### src/rtl/x32_approx_mul_seq.sv
// ---------------------------------------------------------------------------
// x32_approx_mul_seq
// Sequential shift-and-add 32x32 multiplier returning the low 32 bits of the
// product. A single x32_approx_add instance is reused for every partial-sum
// addition. Its low N16 bits use approximate cells.
//
// Ports:
//   clk        clock; all state changes on the rising edge
//   reset      synchronous, active-high reset
//   in_valid   operands valid
//   in_ready   block can accept operands (IDLE and not in reset)
//   in_a       multiplicand
//   in_b       multiplier
//   out_valid  result valid (held in DONE until out_ready)
//   out_ready  consumer accepts result
//   out_prod   low 32 bits of the (approximate) product
//   out_cout   sticky OR of adder cout over all performed additions
//   out_steps  number of RUN steps executed (1..32)
//
// Also contains the adder datapath:
//   x1_accu_add    exact full-adder cell
//   x1_approx_add  approximate cell: exact carry, sum = ~carry
//   x32_approx_add 32-bit ripple adder with approximate low N16 bits
// ---------------------------------------------------------------------------

module x1_accu_add (
    input  logic a,
    input  logic b,
    input  logic cin,
    output logic sum,
    output logic cout
);
    assign sum  = a ^ b ^ cin;
    assign cout = (a & b) | (cin & (a ^ b));
endmodule

// The carry is kept exact so that the error stays confined to the low bits.
// The sum is approximated as the inverted carry. This is correct for 6 of the
// 8 input combinations and wrong only for 000 and 111.
module x1_approx_add (
    input  logic a,
    input  logic b,
    input  logic cin,
    output logic sum,
    output logic cout
);
    logic carry;
    assign carry = (a & b) | (cin & (a | b));
    assign cout  = carry;
    assign sum   = ~carry;
endmodule

module x32_approx_add #(
    parameter int N16 = 0
) (
    input  logic [31:0] a,
    input  logic [31:0] b,
    input  logic        cin,
    output logic [31:0] sum,
    output logic        cout
);
    logic [32:0] carry;

    assign carry[0] = cin;
    assign cout     = carry[32];

    genvar gi;
    generate
        for (gi = 0; gi < 32; gi = gi + 1) begin : g_bit
            if (gi < N16) begin : g_apx
                x1_approx_add u_cell (
                    .a   (a[gi]),
                    .b   (b[gi]),
                    .cin (carry[gi]),
                    .sum (sum[gi]),
                    .cout(carry[gi+1])
                );
            end else begin : g_acc
                x1_accu_add u_cell (
                    .a   (a[gi]),
                    .b   (b[gi]),
                    .cin (carry[gi]),
                    .sum (sum[gi]),
                    .cout(carry[gi+1])
                );
            end
        end
    endgenerate
endmodule

module x32_approx_mul_seq #(
    parameter int N16        = 0,
    parameter int EARLY_EXIT = 1
) (
    input  logic        clk,
    input  logic        reset,
    input  logic        in_valid,
    output logic        in_ready,
    input  logic [31:0] in_a,
    input  logic [31:0] in_b,
    output logic        out_valid,
    input  logic        out_ready,
    output logic [31:0] out_prod,
    output logic        out_cout,
    output logic [5:0]  out_steps
);
    typedef enum logic [1:0] {
        IDLE = 2'd0,
        RUN  = 2'd1,
        DONE = 2'd2
    } state_t;

    state_t      state_reg;
    logic [31:0] mcand_reg;
    logic [31:0] mplier_reg;
    logic [31:0] acc_reg;
    logic        sticky_reg;
    logic [4:0]  cnt_reg;
    logic        out_valid_reg;
    logic [31:0] out_prod_reg;
    logic        out_cout_reg;
    logic [5:0]  out_steps_reg;

    logic [31:0] add_sum;
    logic        add_cout;
    logic [31:0] acc_next;
    logic        sticky_next;
    logic        last_step;

    x32_approx_add #(.N16(N16)) u_add (
        .a   (acc_reg),
        .b   (mcand_reg),
        .cin (1'b0),
        .sum (add_sum),
        .cout(add_cout)
    );

    // Partial sum is only taken when the current multiplier bit is set.
    assign acc_next    = mplier_reg[0] ? add_sum : acc_reg;
    assign sticky_next = sticky_reg | (mplier_reg[0] & add_cout);

    // The early-exit test uses the multiplier before this step's shift.
    assign last_step = (cnt_reg == 5'd31) ||
                       ((EARLY_EXIT != 0) && (mplier_reg[31:1] == 31'd0));

    assign in_ready  = (state_reg == IDLE) && !reset;
    assign out_valid = out_valid_reg;
    assign out_prod  = out_prod_reg;
    assign out_cout  = out_cout_reg;
    assign out_steps = out_steps_reg;

    always_ff @(posedge clk) begin
        if (reset) begin
            state_reg     <= IDLE;
            mcand_reg     <= 32'd0;
            mplier_reg    <= 32'd0;
            acc_reg       <= 32'd0;
            sticky_reg    <= 1'b0;
            cnt_reg       <= 5'd0;
            out_valid_reg <= 1'b0;
            out_prod_reg  <= 32'd0;
            out_cout_reg  <= 1'b0;
            out_steps_reg <= 6'd0;
        end else begin
            case (state_reg)
                IDLE: begin
                    if (in_valid) begin
                        mcand_reg  <= in_a;
                        mplier_reg <= in_b;
                        acc_reg    <= 32'd0;
                        sticky_reg <= 1'b0;
                        cnt_reg    <= 5'd0;
                        state_reg  <= RUN;
                    end
                end
                RUN: begin
                    acc_reg    <= acc_next;
                    sticky_reg <= sticky_next;
                    mcand_reg  <= {mcand_reg[30:0], 1'b0};
                    mplier_reg <= {1'b0, mplier_reg[31:1]};
                    cnt_reg    <= cnt_reg + 5'd1;
                    if (last_step) begin
                        // Capture this step's result directly so that DONE
                        // presents it in the same cycle out_valid rises.
                        state_reg     <= DONE;
                        out_valid_reg <= 1'b1;
                        out_prod_reg  <= acc_next;
                        out_cout_reg  <= sticky_next;
                        out_steps_reg <= {1'b0, cnt_reg} + 6'd1;
                    end
                end
                DONE: begin
                    if (out_ready) begin
                        out_valid_reg <= 1'b0;
                        state_reg     <= IDLE;
                    end
                end
                default: begin
                    state_reg <= IDLE;
                end
            endcase
        end
    end
endmodule
### config.mk
export PLATFORM = sky130hd
export DESIGN_NAME = x32_approx_mul_seq
export DESIGN_NICKNAME = d
export VERILOG_FILES = /design/src/rtl/x32_approx_mul_seq.sv
export SDC_FILE = /design/constraint.sdc
export NUM_CORES = 1
export LEC_CHECK = 0
export ABC_AREA = 0
export BUFFER_PORTS_ARGS = -buffer_cell sky130_fd_sc_hd__buf_4
export CAP_MARGIN = 25
export CORE_UTILIZATION = 51
export CTS_CLUSTER_DIAMETER = 150
export DETAILED_ROUTE_END_ITERATION = 10
export PLACE_DENSITY = 0.81
export SLEW_MARGIN = 20
export SYNTH_ARGS = -nofsm -noshare
export SYNTH_HDL_FRONTEND = slang
export SYNTH_HIERARCHICAL = 1
export SYNTH_SLANG_ARGS = --single-unit
### constraint.sdc
create_clock -name clk -period 12 [get_ports clk]
set_input_delay 1.8 -clock clk [delete_from_list [all_inputs] [get_ports clk]]
set_output_delay 1.8 -clock clk [all_outputs]
set_load 0.01 [all_outputs]
* After elaboration in Yosys (flattened, before gate mapping) *
Index checks and enable logic that the tools add are counted.

storage, ports and cells
  register bits = 144
  latch bits = 0
  RAM bits = 0
  bits in read-only memories = 0
  bits of input ports = 68
  output and inout port bits = 41
  word-level logic and storage cells = 206
  memories kept = 0

cells by class
  add/subtract/negate cells = 2
  $mul = 0
  div/mod/pow operators = 0
  magnitude comparators = 0
  eq/ne operators = 6
  shift operators = 0
  mux-type cells = 18
  bitwise gates (word level) = 159
  reductions and logical operators = 11

operators with widths
  kind                   count
  $pmux W32 S2           3
  $mux W32               4
  $and A1 B1 Y1          64
  $xor A1 B1 Y1          63
  $or A1 B1 Y1           32
  $logic_not A31 Y1      1
  $pmux W5 S2            1
  $add A5 B1 Y6 const B  1
  $mux W2                3
  $ne A2 B2 Y1 const B   3
  $pmux W2 S3            1
  $reduce_and A3 Y1      2
  $add A5 B1 Y5 const B  1
  $eq A5 B5 Y1 const B   1
  $mux W5                1
  $pmux W1 S2            2
  $reduce_and A2 Y1      2
  $reduce_bool A2 Y1     2
  $mux W1                3
  $eq A2 B1 Y1 const B   1
  $eq A2 B2 Y1 const B   1
  $logic_not A2 Y1       1
  $logic_and A1 B1 Y1    1
  $logic_not A1 Y1       1
  $logic_or A1 B1 Y1     1

* Longest topological paths before layout *
  depth in word-level cells = 66
  mapped depth = 35
  mapped depth without buffers = 35

* Modules after synthesis *
The synthesis kept the hierarchy.

modules (own cells, without submodules)
  module              instances  cells an instance  area each (um^2)  sequential area each (um^2)
  x32_approx_mul_seq  1          764                6388.6            2882.8
  x1_accu_add         32         1                  20.0              0.0

* Worst setup path after synthesis *
OpenSTA, ideal clock, no wires.

  path kind = register -> register
  start point = register acc_reg[0]
  end point = register sticky_reg
  library setup time = 0.132 ns
  data arrival time = 12.875 ns
  data required time = 11.868 ns
  setup slack = -1.007 ns
  stages on the path, launching flop included = 36
  buffers on the path = 0
  period minus slack after synthesis = 13.007 ns
  cell sequence = dfxtp_1 -> fa_1 -> fa_1 -> fa_1 -> fa_1 -> fa_1 -> fa_1 -> fa_1 -> fa_1 -> fa_1 -> fa_1 -> fa_1 -> fa_1 -> fa_1 -> fa_1 -> fa_1 -> fa_1 -> fa_1 -> fa_1 -> fa_1 -> fa_1 -> fa_1 -> fa_1 -> fa_1 -> fa_1 -> fa_1 -> fa_1 -> fa_1 -> fa_1 -> fa_1 -> fa_1 -> fa_1 -> fa_1 -> and3_1 -> o21ai_0 -> a21oi_1

on the way
  cells in the longest elaborated chain, start to end = 66

ends and longest elaborated chain
  item                    line  source
  from (decl)             116   logic [31:0] acc_reg;
  from (signal assigned)  177   acc_reg <= acc_next;
  $and A1 B1 Y1           34    assign cout = (a & b) | (cin & (a ^ b));
  net u_add.carry[1]      62    logic [32:0] carry;
  $and A1 B1 Y1           34
  $or A1 B1 Y1            34
  net u_add.carry[2]      62
  $and A1 B1 Y1           34
  $or A1 B1 Y1            34
  net u_add.carry[3]      62
  (+2 left out)           n/a
  net u_add.carry[4]      62
  (+2 left out)           n/a
  net u_add.carry[5]      62
  (+2 left out)           n/a
  net u_add.carry[6]      62
  (+2 left out)           n/a
  net u_add.carry[7]      62
  (+2 left out)           n/a
  net u_add.carry[8]      62
  (+2 left out)           n/a
  net u_add.carry[9]      62
  (+2 left out)           n/a
  net u_add.carry[10]     62
  (+2 left out)           n/a
  net u_add.carry[11]     62
  (+2 left out)           n/a
  net u_add.carry[12]     62
  (+2 left out)           n/a
  net u_add.carry[13]     62
  (+2 left out)           n/a
  net u_add.carry[14]     62
  (+2 left out)           n/a
  net u_add.carry[15]     62
  (+2 left out)           n/a
  net u_add.carry[16]     62
  (+2 left out)           n/a
  net u_add.carry[17]     62
  (+2 left out)           n/a
  net u_add.carry[18]     62
  (+2 left out)           n/a
  net u_add.carry[19]     62
  (+2 left out)           n/a
  net u_add.carry[20]     62
  (+2 left out)           n/a
  net u_add.carry[21]     62
  (+2 left out)           n/a
  net u_add.carry[22]     62
  (+2 left out)           n/a
  net u_add.carry[23]     62
  (+2 left out)           n/a
  net u_add.carry[24]     62
  (+2 left out)           n/a
  net u_add.carry[25]     62
  (+2 left out)           n/a
  net u_add.carry[26]     62
  (+2 left out)           n/a
  net u_add.carry[27]     62
  (+2 left out)           n/a
  net u_add.carry[28]     62
  (+2 left out)           n/a
  net u_add.carry[29]     62
  (+2 left out)           n/a
  net u_add.carry[30]     62
  (+1 left out)           n/a
  $or A1 B1 Y1            34
  net u_add.carry[31]     62
  $and A1 B1 Y1           34
  $or A1 B1 Y1            34
  net add_cout            125   logic add_cout;
  $and A1 B1 Y1           140   assign sticky_next = sticky_reg | (mplier_reg[0] & add_cout);
  $or A1 B1 Y1            140
  $pmux W1 S2             165   case (state_reg)
  to (signal assigned)    178   sticky_reg <= sticky_next;
  to (decl)               117   logic sticky_reg;

The timed path passes the listed nets, and every way through them passes these cells.
A chain may end at the register's enable or synchronous reset.

* Final worst setup path *
Ends and elaborated chain as after synthesis.

==> reports/results.tsv <==
metric	value	unit
outcome	finished with violations	
failing checks	negative setup slack	
most frequent cells in the layout	nor2_1, dfxtp_1, buf_4	
CP startpoint	acc_reg[0]	
final hold violation count	0	
FF-to-FF setup slack	-0.12	ns
maximum VDD drop	0.104	mV
YS warnings	6	
Fill cells	1089	
Synth area leader	dfxtp_1	
Die Y	119	um
Pins Over Slew Limit	0	
maximum operating frequency	82.5	MHz
pin count of the biggest net entering global routing	128	
Clock transition at path regs	0.06	ns
post-synthesis net count	898	
Iteration-0 DRC Markers	531	
setup ws final	-0.122	ns
Seq cells post-synth	144	
Reg area	2890	um2
crit-path max FO	2	
hold path endpoint	out_prod[7]	
Routability Congestion	0.770	
DRC viols	0	
CTS tree	built	
final worst path period share	1.01	
vias	5842	
clk_skew	0.00918	ns
Cells after DPL	1026	
Finished Layout Cells	1059	
FFs w/ async S/R, synth	0	
Worst Max-Slew Pin Slew	0.824	ns
Synth top area share	0.410	
Top FF cell, synth	dfxtp_1	
Mapped Area	7030	um2
Worst EP required	12.29	ns
die area	14300	um2
Setup-failing EPs final	4	
initial antenna violation count	0	
RSZ-0062 raised after global routing	true	
vias in the first global route	5647	
worst reg2reg path startpoint	acc_reg[0]	
area of the multi-input gates	3920	um2
num ports	109	
diode count	0	
min cycle time layout	12.12	ns
FP Rows	42	
Syn Area/Cell	8.83	um2
number of CTS-inserted buffers	17	
Worst slew margin	0.451	
pre-CTS setup slack	-0.393	ns
worst flop-to-flop path endpoint	sticky_reg	
Seq/Total Area, Yosys	0.410	
Max Root-Sink Buffers	2	
Cell variety after synth	40	
global-route wire length before repair	27800	um
# Max-Cap Violations	0	
pwr dens	138	nW/um2
EDFF count, synth	0	
wire per inst	16.0	um
hold_sp	out_prod[7]	
total routed wirelength	17000	um
crit start category	register	
detailed placement HPWL	10300	um
H-tree depth	4	
setup TNS	-0.347	ns
min-delay worst type	reg2reg	
Initial Utilization	0.527	
top cells by area, synth	dfxtp_1, nor2_1, fa_1	
Hold-fix buffers, CTS	0	
placed cell areas	7940	um2
critical path's slowest cell	fa_2	
Worst path max stage delay	0.39	ns
CTS root buf	clkbuf_16	
CP dominant cell by count	fa_2	
gr usage total	0.248	
number of port buffers	108	
Vias per Instance	5.52	
chip width	119	um
crit path kind	reg2reg	
Arrival @ worst endpoint	12.42	ns
latest clock arrival within the worst-skew pair	0.43	ns
global route overflow	0	
nets@finish	973	
Syn Inst Count	796	
share of cells above drive strength 1	0.243	
core area	13300	um2
Worst R2R Path Depth	35	
fin area	8570	um2
CP endpoint kind	register	
synth-to-layout area growth	21.9	%
Clock Sinks	144	
Final ANT Viol Nets	0	
commonest non-fill, non-tap cell in the layout	nor2_1	
Lkg Pwr	3.51	nW
first drt pass iteration count	6	
Hold Crit Depth	1	
## Yosys cell counts, types with 2 or more instances
cell and count:
a21oi_1 61, a221oi_1 6, a22oi_1 35, a32o_1 2, a32oi_1 2, and3_1 4, buf_1 5, buf_2 16
buf_6 6, clkbuf_1 38, dfxtp_1 144, fa_1 32, ha_1 2, inv_1 7, mux2i_1 32, nand2_1 3
nand2b_1 4, nand4_1 2, nor2_1 214, nor2b_1 53, nor3_1 58, nor4_1 7, o21ai_0 5, o21ai_1 2
o2bb2ai_1 21, o2bb2ai_2 18, o31ai_1 3, xnor2_1 2
## cell type report
class                      count  area share
clock inverter                 6     0.00643
clock buffer                  25      0.0590
timing repair buffer         121       0.110
multi-input combinational    579       0.458
tap                          176      0.0257
inverter                       8     0.00351
sequential                   144       0.337
## power by group
part           switching [mW]  internal, mW  total (mW)
logic                  0.0832        0.0679       0.151
registers              0.0245         0.501       0.526
clock network           0.196         0.309       0.505
## stage by stage
step / util / total power [mW] / hold WS (ns)
detailed placement: 0.595 / 0.684 / 0.447
finish: 0.642 / 1.18 / 0.460
CTS: 0.639 / 1.18 / 0.465
floorplan: - / 0.637 / 0.453
global placement: 0.593 / 0.679 / 0.448
global route: 0.642 / 1.23 / 0.473
## routing by layer
layer	track usage	share of wire	vias to the layer above
met1	0.322	0.45	2786
met4	0.104	0.018	0
li1	-	-	2870
met2	0.395	0.47	160
met5	0	0	-
met3	0.0608	0.055	26
## critical path, delay by kind of cell, from the launching register on
family | cells | cell delay, ns
DFF | 1 | 0.33
and+or+nand+nor | 1 | 0.19
AOI/OAI and AO/OA | 2 | 0.17
adders and majority gates | 32 | 11.30
## worst max path at each step
stage,to,cells after the start
global placement,sticky_reg,35
floorplan,sticky_reg,35
detailed placement,sticky_reg,35
global route,out_prod[31],34
finish,sticky_reg,35
CTS,sticky_reg,35
## cell families after synthesis
| family | count (synthesis) | share of synthesized area |
|---|---|---|
| flops | 144 | 0.410 |
| xor+xnor | 2 | 0.00249 |
| mux | 32 | 0.0456 |
| other cells | 1 | 0.000533 |
| buf+inv | 73 | 0.0482 |
| compound gates | 160 | 0.174 |
| fa+ha+maj | 34 | 0.0947 |
| simple gates | 350 | 0.224 |
## repair_timing
action	CTS	global route
resized for setup	12	1
buffers inserted	0	1
setup endpoints to repair	5	4
pin swaps	1	1
(Power assumes the default switching activity.)
